$ cat src/rtl/snax_hwpe_tcdm_arbiter.sv
// ---------------------------------------------------------------------------
// snax_hwpe_tcdm_arbiter
//
// Round-robin arbiter that shares one HWPE TCDM master port among NumReq
// HWPE streamer ports. A selected requester stays locked onto the master
// port until its grant arrives. A small route FIFO remembers which requester
// issued each read, so that in-order read responses are steered back to the
// right requester.
//
// Ports
//   clk_i, rst_i      clock, synchronous active-high reset
//   slv_*_i / slv_*_o per-requester HWPE request channel (flattened vectors,
//                     requester k occupies slice [k*W +: W])
//   slv_r_*_o         per-requester read response (same cycle as mst_r_*_i)
//   mst_*_o / mst_*_i single HWPE master port towards the reqrsp converter
//   rsp_err_o         pulse: a read response arrived with no route recorded
// ---------------------------------------------------------------------------
module snax_hwpe_tcdm_arbiter #(
  parameter int unsigned NumReq         = 4,
  parameter int unsigned AddrWidth      = 32,
  parameter int unsigned DataWidth      = 32,
  parameter int unsigned MaxOutstanding = 8
) (
  input  logic                             clk_i,
  input  logic                             rst_i,
  input  logic [NumReq-1:0]                slv_req_i,
  output logic [NumReq-1:0]                slv_gnt_o,
  input  logic [NumReq*AddrWidth-1:0]      slv_add_i,
  input  logic [NumReq-1:0]                slv_wen_i,
  input  logic [NumReq*(DataWidth/8)-1:0]  slv_be_i,
  input  logic [NumReq*DataWidth-1:0]      slv_data_i,
  output logic [NumReq*DataWidth-1:0]      slv_r_data_o,
  output logic [NumReq-1:0]                slv_r_valid_o,
  output logic                             mst_req_o,
  input  logic                             mst_gnt_i,
  output logic [AddrWidth-1:0]             mst_add_o,
  output logic                             mst_wen_o,
  output logic [DataWidth/8-1:0]           mst_be_o,
  output logic [DataWidth-1:0]             mst_data_o,
  input  logic [DataWidth-1:0]             mst_r_data_i,
  input  logic                             mst_r_valid_i,
  output logic                             rsp_err_o
);

  localparam int unsigned IdxW = (NumReq > 1) ? $clog2(NumReq) : 1;
  localparam int unsigned PtrW = $clog2(MaxOutstanding);
  localparam int unsigned BeW  = DataWidth / 8;

  typedef enum logic {IDLE, LOCKED} state_e;

  state_e          state_q, state_d;
  logic [IdxW-1:0] sel_q, sel_d;
  logic [IdxW-1:0] rr_ptr_q, rr_ptr_d;

  // Route FIFO: one requester index per outstanding read. The extra MSB on
  // each pointer tells full from empty when the low bits coincide.
  logic [IdxW-1:0] route_q [MaxOutstanding];
  logic [PtrW:0]   wptr_q, rptr_q;
  logic            fifo_full, fifo_empty;
  logic            push, pop;
  logic [IdxW-1:0] head;

  logic [IdxW-1:0] winner, cand, cur_sel;
  logic            win_valid, req_act, done;

  // Unpacked views of the flattened requester buses.
  logic [AddrWidth-1:0] add_arr  [NumReq];
  logic [BeW-1:0]       be_arr   [NumReq];
  logic [DataWidth-1:0] data_arr [NumReq];

  assign fifo_empty = (wptr_q == rptr_q);
  assign fifo_full  = (wptr_q[PtrW] != rptr_q[PtrW]) &&
                      (wptr_q[PtrW-1:0] == rptr_q[PtrW-1:0]);
  assign head       = route_q[rptr_q[PtrW-1:0]];

  // Round-robin search starting at rr_ptr_q. Full blocks new selections only;
  // an already locked request is allowed to finish.
  always_comb begin
    winner    = '0;
    win_valid = 1'b0;
    cand      = '0;
    for (int i = 0; i < int'(NumReq); i++) begin
      cand = IdxW'((int'(rr_ptr_q) + i) % int'(NumReq));
      if (!win_valid && slv_req_i[cand] && !fifo_full) begin
        winner    = cand;
        win_valid = 1'b1;
      end
    end
  end

  always_comb begin
    state_d  = state_q;
    sel_d    = sel_q;
    cur_sel  = sel_q;
    req_act  = 1'b0;
    unique case (state_q)
      IDLE: begin
        if (win_valid) begin
          cur_sel = winner;
          sel_d   = winner;
          req_act = 1'b1;
          if (!mst_gnt_i) state_d = LOCKED;
        end
      end
      LOCKED: begin
        // A requester withdrawing before grant simply releases the port.
        req_act = slv_req_i[sel_q];
        if (!req_act || mst_gnt_i) state_d = IDLE;
      end
      default: state_d = IDLE;
    endcase
  end

  // Every output is forced low while reset is asserted.
  assign mst_req_o  = req_act && !rst_i;
  assign done       = mst_req_o && mst_gnt_i;
  assign mst_add_o  = mst_req_o ? add_arr[cur_sel]  : '0;
  assign mst_wen_o  = mst_req_o ? slv_wen_i[cur_sel] : 1'b0;
  assign mst_be_o   = mst_req_o ? be_arr[cur_sel]   : '0;
  assign mst_data_o = mst_req_o ? data_arr[cur_sel] : '0;

  assign rr_ptr_d = !done ? rr_ptr_q :
                    (cur_sel == IdxW'(NumReq - 1)) ? '0 : cur_sel + 1'b1;

  assign push      = done && mst_wen_o;
  assign pop       = mst_r_valid_i && !fifo_empty && !rst_i;
  assign rsp_err_o = mst_r_valid_i && fifo_empty && !rst_i;

  for (genvar gi = 0; gi < NumReq; gi++) begin : g_port
    assign add_arr[gi]   = slv_add_i[gi*AddrWidth +: AddrWidth];
    assign be_arr[gi]    = slv_be_i[gi*BeW +: BeW];
    assign data_arr[gi]  = slv_data_i[gi*DataWidth +: DataWidth];
    assign slv_gnt_o[gi] = done && (cur_sel == IdxW'(gi));
    assign slv_r_valid_o[gi] = pop && (head == IdxW'(gi));
    assign slv_r_data_o[gi*DataWidth +: DataWidth] =
      slv_r_valid_o[gi] ? mst_r_data_i : '0;
  end

  always_ff @(posedge clk_i) begin
    if (rst_i) begin
      state_q  <= IDLE;
      sel_q    <= '0;
      rr_ptr_q <= '0;
      wptr_q   <= '0;
      rptr_q   <= '0;
    end else begin
      state_q  <= state_d;
      sel_q    <= sel_d;
      rr_ptr_q <= rr_ptr_d;
      if (push) wptr_q <= wptr_q + 1'b1;
      if (pop)  rptr_q <= rptr_q + 1'b1;
    end
  end

  // Route storage needs no reset: pointers alone define which entries are live.
  // With push and pop on a full FIFO the written slot is the one being read;
  // the head is consumed combinationally before the write lands.
  always_ff @(posedge clk_i) begin
    if (push) route_q[wptr_q[PtrW-1:0]] <= cur_sel;
  end

endmodule

$ cat config.mk
export PLATFORM = sky130hd
export DESIGN_NAME = snax_hwpe_tcdm_arbiter
export DESIGN_NICKNAME = d
export VERILOG_FILES = /design/src/rtl/snax_hwpe_tcdm_arbiter.sv
export SDC_FILE = /design/constraint.sdc
export NUM_CORES = 1
export LEC_CHECK = 0
export BUFFER_PORTS_ARGS = -buffer_cell sky130_fd_sc_hd__buf_4
export CELL_PAD_IN_SITES_DETAIL_PLACEMENT = 0
export CELL_PAD_IN_SITES_GLOBAL_PLACEMENT = 1
export CORE_AREA = 4 4 203 205
export DETAILED_ROUTE_END_ITERATION = 16
export DIE_AREA = 0 0 207 209
export PLACE_DENSITY = 0.5
export SYNTH_ARGS = -nofsm -noshare
export SYNTH_HDL_FRONTEND = slang
export SYNTH_SLANG_ARGS = --single-unit
export TNS_END_PERCENT = 10
$ cat constraint.sdc
create_clock -name clk_i -period 3.2 [get_ports clk_i]
set_input_delay 0.48 -clock clk_i [delete_from_list [all_inputs] [get_ports clk_i]]
set_output_delay 0.48 -clock clk_i [all_outputs]
set_load 0.05 [all_outputs]
After elaboration in Yosys (flattened, before gate mapping)
Memories as Yosys holds them, arrays and structs flattened. A register that Yosys moved wholly into a read port is not among the register bits.
Index checks and enable logic that the tools add are counted.
- flip-flop bits (word level): 13
- memory bits (writable): 16
- output and inout bits: 207
- word-level logic and storage cells: 113
- memories kept: 1
- add/sub/neg operators: 6
- $lt $le $gt $ge: 7
- equal/unequal tests: 9
- muxes and demuxes: 50
- bitwise operators: 2
- reduce and logical (&&, ||, !) cells: 33
- memories (name ; depth ; width ; read ports ; clocked after memory_dff ; write ports ; line ; source):
    route_q ; 8 ; 2 ; 1 ; 1 ; 1 ; 57 ; logic [IdxW-1:0] route_q [MaxOutstanding];
- operators by type and width (kind ; number):
    2-to-1 mux 32 bit ; 10
    binary-select mux 32 bit (select 2 bit) ; 2
    logical AND 1 bit ; 23
    less-than comparator 2 x 3 -> 1 bit, second input constant ; 6
    2-to-1 mux 1 bit ; 17
    2-to-1 mux 2 bit ; 7
    binary-select mux 1 bit (select 2 bit) ; 6
    2-to-1 mux 4 bit ; 3
    adder 4 x 1 -> 4 bit, second input constant ; 2
    binary-select mux 4 bit (select 2 bit) ; 1
    == test 2 bit, second input constant ; 4
    logical NOT 1 bit ; 7
    2-to-1 mux 3 bit ; 2
    adder 2 x 1 -> 2 bit, second input constant ; 2
    adder 2 bit, second input constant ; 2
    == test 2 x 1 -> 1 bit, second input constant ; 2
    == test 4 bit ; 1
    logical NOT 2 bit ; 2
    one-hot mux 1 bit (2 select lines) ; 2
    == test 3 bit ; 1
    greater-or-equal comparator 3 bit, second input constant ; 1
    inverter 2 -> 3 bit ; 1
    logical OR 1 bit ; 1
    != test 1 bit ; 1
    inverter 1 bit ; 1

Longest topological paths before layout
- word-level depth: 25
- mapped depth: 10

Worst setup path after synthesis
Ideal clock, no wire load.
- kind: register to output
- start: register wptr_q[1]
- end: output slv_r_data_o[119]
- data arrival time: 2.793 ns
- path slack: -0.073 ns
- stages on the path, launching flop included: 8
- path buffers: 2
- cell sequence: dfxtp_1 > buf_4 > xor2_1 > nor2_1 > a31oi_1 > nor3b_1 > clkbuf_1 > and2_1
- cells in the longest elaborated chain, start to end: 6
- RTL lines (what ; line ; source):
    from (decl) ; 58 ; logic [PtrW:0] wptr_q, rptr_q;
    from (signal assigned) ; 150 ; if (push) wptr_q <= wptr_q + 1'b1;
    == test 4 bit ; 71 ; assign fifo_empty = (wptr_q == rptr_q);
    logical NOT 1 bit ; 126 ; assign pop = mst_r_valid_i && !fifo_empty && !rst_i;
    logical AND 1 bit (2 in series) ; 126 ;
    logical AND 1 bit ; 134 ; assign slv_r_valid_o[gi] = pop && (head == IdxW'(gi));
    via slv_r_valid_o[3] ; 33 ; output logic [NumReq-1:0] slv_r_valid_o,
    2-to-1 mux 32 bit ; 136 ; slv_r_valid_o[gi] ? mst_r_data_i : '0;
    to (decl) ; 32 ; output logic [NumReq*DataWidth-1:0] slv_r_data_o,
The timed path passes the listed nets, and every way through them passes these cells.

Worst setup path in the final report
- start: register wptr_q[3]
- end: output mst_data_o[8]
- cells in the longest elaborated chain, start to end: 24
- elaborated cells between the ends (all ways): 31
- classes of those cells: eq/ne (1); mux (16); bitwise (1); reduce/logical (13)
- RTL lines (what ; line ; source):
    != test 1 bit * ; 72 ; assign fifo_full = (wptr_q[PtrW] != rptr_q[PtrW]) &&
    logical AND 1 bit * ; 72 ;
    logical NOT 1 bit * ; 84 ; if (!win_valid && slv_req_i[cand] && !fifo_full) begin
    logical AND 1 bit ; 84 ;
    2-to-1 mux 1 bit ; 84 ;
    logical NOT 1 bit ; 84 ;
    logical AND 1 bit (2 in series) ; 84 ;
    2-to-1 mux 1 bit ; 84 ;
    [5 not listed] ; -- ;
    logical AND 1 bit (2 in series) ; 84 ;
    2-to-1 mux 2 bit / 2-to-1 mux 1 bit (equally long branches) ; 84 ;
    2-to-1 mux 2 bit ; 98 ; if (win_valid) begin
    2-to-1 mux 2 bit ; 96 ; unique case (state_q)
    inverter 2 -> 3 bit (not written as such) ; 120 ; assign mst_data_o = mst_req_o ? data_arr[cur_sel] : '0;
    binary-select mux 32 bit (select 2 bit) ; 120 ;
    2-to-1 mux 32 bit (not written as such) (2 in series) ; 120 ;
    2-to-1 mux 32 bit * ; 120 ;
    to (decl) ; 39 ; output logic [DataWidth-1:0] mst_data_o,
Every way passes the cells marked *; elsewhere a longest branch is shown, timed or not. The select of a mux whose other input is x is not followed.

==> impl_table.tex <==
\begin{tabular}{lr}
\hline
Metric & Value \\
\hline
\multicolumn{2}{l}{\textbf{Route}} \\
Number of iterations in the first detailed-routing pass & 4 \\
Detailed-route wire length per cell & 20.6 um \\
Vias after detailed routing & 5,833 \\
Per-cell via count in the routed design & 3.83 \\
Antenna Violating Nets Remaining & 0 \\
DRC & 0 \\
Routed wire length & 31,300 um \\
Number of violations reported at the end of detailed-routing iteration 0 & 219 \\
\multicolumn{2}{l}{\textbf{Yosys}} \\
Register bit total from synthesis & 32 \\
Area share of the largest cell type after synthesis & 0.355 \\
Post-Synthesis Net Count & around 770 \\
Biggest area consumer among synthesized cells & sky130\_fd\_sc\_hd\_\_mux4\_2 \\
Number of distinct library cells after synthesis & 46 \\
Avg Cell Area, Syn & 10.4 sq um \\
Synth cell count leaders & sky130\_fd\_sc\_hd\_\_and2\_1, sky130\_fd\_sc\_hd\_\_mux4\_2, sky130\_fd\_sc\_hd\_\_clkbuf\_1 \\
Share of synthesized area occupied by flip-flops and latches & 0.171 \\
Fraction of registers with async set or reset after synthesis & 0 \\
Most area-consuming cells after synthesis & sky130\_fd\_sc\_hd\_\_mux4\_2, sky130\_fd\_sc\_hd\_\_and2\_1, sky130\_fd\_sc\_hd\_\_edfxtp\_1, sky130\_fd\_sc\_hd\_\_dfxtp\_1, sky130\_fd\_sc\_hd\_\_buf\_6 \\
EDFF count, synth & 16 \\
Cell area after technology mapping & 0.00470 sq mm \\
Cell count after synthesis & about 450 \\
Count of warnings emitted by yosys & 0 \\
Primary FF master, synth & sky130\_fd\_sc\_hd\_\_edfxtp\_1 \\
Most common cell in the synthesized netlist & sky130\_fd\_sc\_hd\_\_and2\_1 \\
\multicolumn{2}{l}{\textbf{Worst setup path}} \\
Critical Path Start Type & register \\
Depth of the worst register-to-register path & 6 \\
Crit path kind & register to primary output \\
Data required time at the worst endpoint & 2720 ps \\
Destination of the worst register-to-register timing path & route\_q[1][1] \\
Arrival time worst endpoint & 2730 ps \\
Reg-to-reg startpoint & rr\_ptr\_q[1] \\
Kind of capture point of the worst setup path & primary output \\
R2r setup slk & 800 ps \\
Critical path peak fanout & 12 \\
\multicolumn{2}{l}{\textbf{CTS}} \\
Clock tree buffer depth & 2 \\
Post-CTS Hold Fix Bufs & 0 \\
Worst skew pair latency & 270 ps \\
Inserted Clock Buffers & 5 \\
Sinks on Clock Net & 32 \\
Library cell used as clock root buffer & sky130\_fd\_sc\_hd\_\_clkbuf\_16 \\
CTS H-tree depth & 2 \\
Clock input transition at the sequential cells of the worst setup and hold paths & 50 ps \\
Clock tree from TritonCTS & done \\
\multicolumn{2}{l}{\textbf{Placed design}} \\
PortBufs & 522 \\
Weighted congestion at the end of routability-driven global placement & a little under 0.9 \\
Instance area at placement & 0.00958 sq mm \\
Total half-perimeter wirelength after legalization and detailed placement & 27,900 um \\
Pre-CTS setup slack & between 40 and 50 ps \\
\multicolumn{2}{l}{\textbf{Global route}} \\
Number of global-route vias before repair & 6,417 \\
Remaining Overflow, GRT & 0 \\
Wire length of the first global-routing pass & 43,800 um \\
Initial antenna violation count & 11 \\
Aggregate global-route resource usage & 0.136 \\
Maximum number of pins on one net before global-route repair & 70 \\
\multicolumn{2}{l}{\textbf{Floorplan}} \\
Die Span Y & 209 um \\
Number of rows created at floorplan & 73 \\
Effective utilization at floorplan & 0.119 \\
I/O pins & 523 \\
Die Span X & 207 um \\
Core footprint & 0.0395 sq mm \\
Die footprint & 0.0433 sq mm \\
\multicolumn{2}{l}{\textbf{Timing}} \\
Min cycle time layout & 3210 ps \\
Worst-margin pin slew & 511 ps \\
Minimum setup slack in the final design & -6.49 ps \\
Setup repair after global routing missed its margin & yes \\
Fmax & approximately 0.31 GHz \\
Max-slew headroom at the worst pin & 0.655 \\
Post-route worst hold slack & 374 ps \\
Setup skew after layout & 2.33 ps \\
Fin. Hold Viols & 0 \\
Final count of negative-setup-slack endpoints & 2 \\
Period utilization & 1.00 \\
Total count of max-transition violations in the final report & 0 \\
\multicolumn{2}{l}{\textbf{Hold path}} \\
Hold depth & 2 \\
Worst Hold End & state\_q \\
Critical hold path startpoint & mst\_gnt\_i \\
Tightest Hold Check Type & input pin to register \\
\multicolumn{2}{l}{\textbf{Cells and area}} \\
Layout Area Growth over Synthesis & 113\% \\
Share of cells above drive strength 1 & 0.688 \\
Total of fill cells in the finished design & 4,304 \\
Count of nets after finishing & 1,316 \\
Total area of multi-input combinational cells & 0.00374 sq mm \\
Register area & 815 sq um \\
Final standard cell area without fillers & about 0.010 sq mm \\
\multicolumn{2}{l}{\textbf{Power}} \\
Sequential cell fraction of total power & 0.150 \\
Share of power burned in combinational logic & 0.684 \\
Part of the power in the clock network & 0.167 \\
Switching share of power & 0.407 \\
Internal power contribution & about 0.0019 W \\
IR drop worst, VDD & between 0.15 and 0.2 mV \\
Net switching power of the design & roughly 0.0013 W \\
Leakage power of the design & 4.71 nW \\
Pwr Density & 315 mW/mm\^{}2 \\
\multicolumn{2}{l}{\textbf{Run status}} \\
Violated checks & negative setup slack \\
Status & finished, violations left \\
\multicolumn{2}{l}{\textbf{Run}} \\
Max-capacitance violation count & 0 \\
\hline
\end{tabular}
-- cells in the final DEF (no fill, tap or decap), types with 2 or more instances in the layout --
cell / netlist / routed
sky130_fd_sc_hd__mux2i_1: 6 / 5
sky130_fd_sc_hd__nand2b_1: 5 / 5
sky130_fd_sc_hd__nand2_1: 10 / 10
sky130_fd_sc_hd__ha_1: 6 / 6
sky130_fd_sc_hd__a21boi_0: 2 / 2
sky130_fd_sc_hd__buf_6: 7 / 31
sky130_fd_sc_hd__buf_12: 0 / 13
sky130_fd_sc_hd__mux2i_4: 1 / 2
sky130_fd_sc_hd__or3_1: 2 / 2
sky130_fd_sc_hd__nor2_2: 0 / 2
sky130_fd_sc_hd__inv_1: 9 / 9
sky130_fd_sc_hd__mux4_2: 74 / 74
sky130_fd_sc_hd__nor3_1: 2 / 2
sky130_fd_sc_hd__nand4_1: 2 / 2
sky130_fd_sc_hd__xor2_1: 3 / 2
sky130_fd_sc_hd__dfxtp_1: 16 / 9
sky130_fd_sc_hd__dfxtp_2: 0 / 5
sky130_fd_sc_hd__mux2_2: 2 / 2
sky130_fd_sc_hd__o211ai_1: 2 / 2
sky130_fd_sc_hd__nor4_1: 5 / 5
sky130_fd_sc_hd__a31oi_1: 2 / 2
sky130_fd_sc_hd__nor2_1: 18 / 16
sky130_fd_sc_hd__buf_4: 1 / 529
sky130_fd_sc_hd__dfxtp_4: 0 / 2
sky130_fd_sc_hd__and3_1: 3 / 3
sky130_fd_sc_hd__nor2b_1: 3 / 3
sky130_fd_sc_hd__o21ai_0: 2 / 2
sky130_fd_sc_hd__clkbuf_16: 0 / 5
sky130_fd_sc_hd__nor4b_1: 2 / 2
sky130_fd_sc_hd__o211a_1: 2 / 2
sky130_fd_sc_hd__diode_2: 0 / 3
sky130_fd_sc_hd__and2_4: 0 / 8
sky130_fd_sc_hd__edfxtp_1: 16 / 16
sky130_fd_sc_hd__and2_1: 201 / 193
-- area by class of cell --
type                            count  area share
Sequential cell                    32      0.0815
Inverter                            9     0.00338
Tap cell                          525      0.0657
Multi-Input combinational cell    373       0.374
Clock buffer                        6      0.0129
Timing Repair Buffer              573       0.458
Clock inverter                      2     0.00350
Antenna cell                        3    0.000751
-- state kept, by name (all words and copies together), names as in the netlist, named ones only --
register,cells
rptr_q,4
wptr_q,4
rr_ptr_q,2
route_q,16
sel_q,2
state_q,1
-- stage by stage --
step | setup TNS, ps | std cells | util | total power [W]
floorplan | 0 | 452 | - | 0.00169
global placement | 0 | 1505 | 0.243 | 0.00259
detailed placement | 0 | 1505 | 0.243 | 0.00258
CTS | -502 | 1515 | 0.250 | 0.00315
global route | -4870 | 1523 | 0.253 | 0.00331
finish | -12.8 | 1523 | 0.253 | 0.00314
-- logic make-up (layout without fill, tap and decap cells) --
kind of cell | after synthesis | after routing | synth area share
flip-flops | 32 | 32 | 0.171
other | 0 | 3 | 0
XOR/XNOR | 7 | 7 | 0.0147
AO/OA/AOI/OAI | 18 | 18 | 0.0322
adder cells (fa/ha/maj) | 6 | 6 | 0.0160
multiplexers | 83 | 83 | 0.377
AND/OR/NAND/NOR | 259 | 259 | 0.337
buffers and inverters | 47 | 590 | 0.0520
-- worst max-delay path by stage --
stage                 startpoint          endpoint  slack, ps
floorplan              wptr_q[1]  slv_r_data_o[54]         70
global placement    slv_req_i[0]     mst_add_o[17]         40
detailed placement  slv_req_i[0]     mst_add_o[17]         50
CTS                    wptr_q[1]    mst_data_o[16]        -40
global route           wptr_q[3]    mst_data_o[16]       -130
finish                 wptr_q[3]     mst_data_o[8]         -6
-- per-layer routing --
metal / global-route usage / vias up / part of all wire
met4: 0.0401 / 0 / 0.028
met3: 0.0614 / 28 / 0.12
met5: 0 / - / 0
met1: 0.133 / 2725 / 0.32
li1: - / 2712 / -
met2: 0.256 / 368 / 0.53
-- critical path, stage by stage (launching register included) --
cell	delay (ps)
sky130_fd_sc_hd__dfxtp_2	350
sky130_fd_sc_hd__xnor2_4	160
sky130_fd_sc_hd__nor4b_4	380
sky130_fd_sc_hd__nor3_4	80
sky130_fd_sc_hd__mux2i_4	220
sky130_fd_sc_hd__buf_12	180
sky130_fd_sc_hd__buf_4	160
sky130_fd_sc_hd__mux4_2	530
sky130_fd_sc_hd__and2_1	180
sky130_fd_sc_hd__buf_4	190
-- power groups by stage --
stage,clock network (W),logic [W],registers [W]
floorplan,0,0.00122,0.000473
global placement,0,0.00211,0.000480
detailed placement,0,0.00210,0.000479
CTS,0.000539,0.00214,0.000471
global route,0.000558,0.00228,0.000473
finish,0.000524,0.00215,0.000471
-- what timing repair did --
item	CTS	global route
cloned	0	0
pin swaps	3	0
buffers inserted	2	5
resized for setup	30	23
endpoints found under the setup margin	68	68
Power figures use the tool's default switching activity.
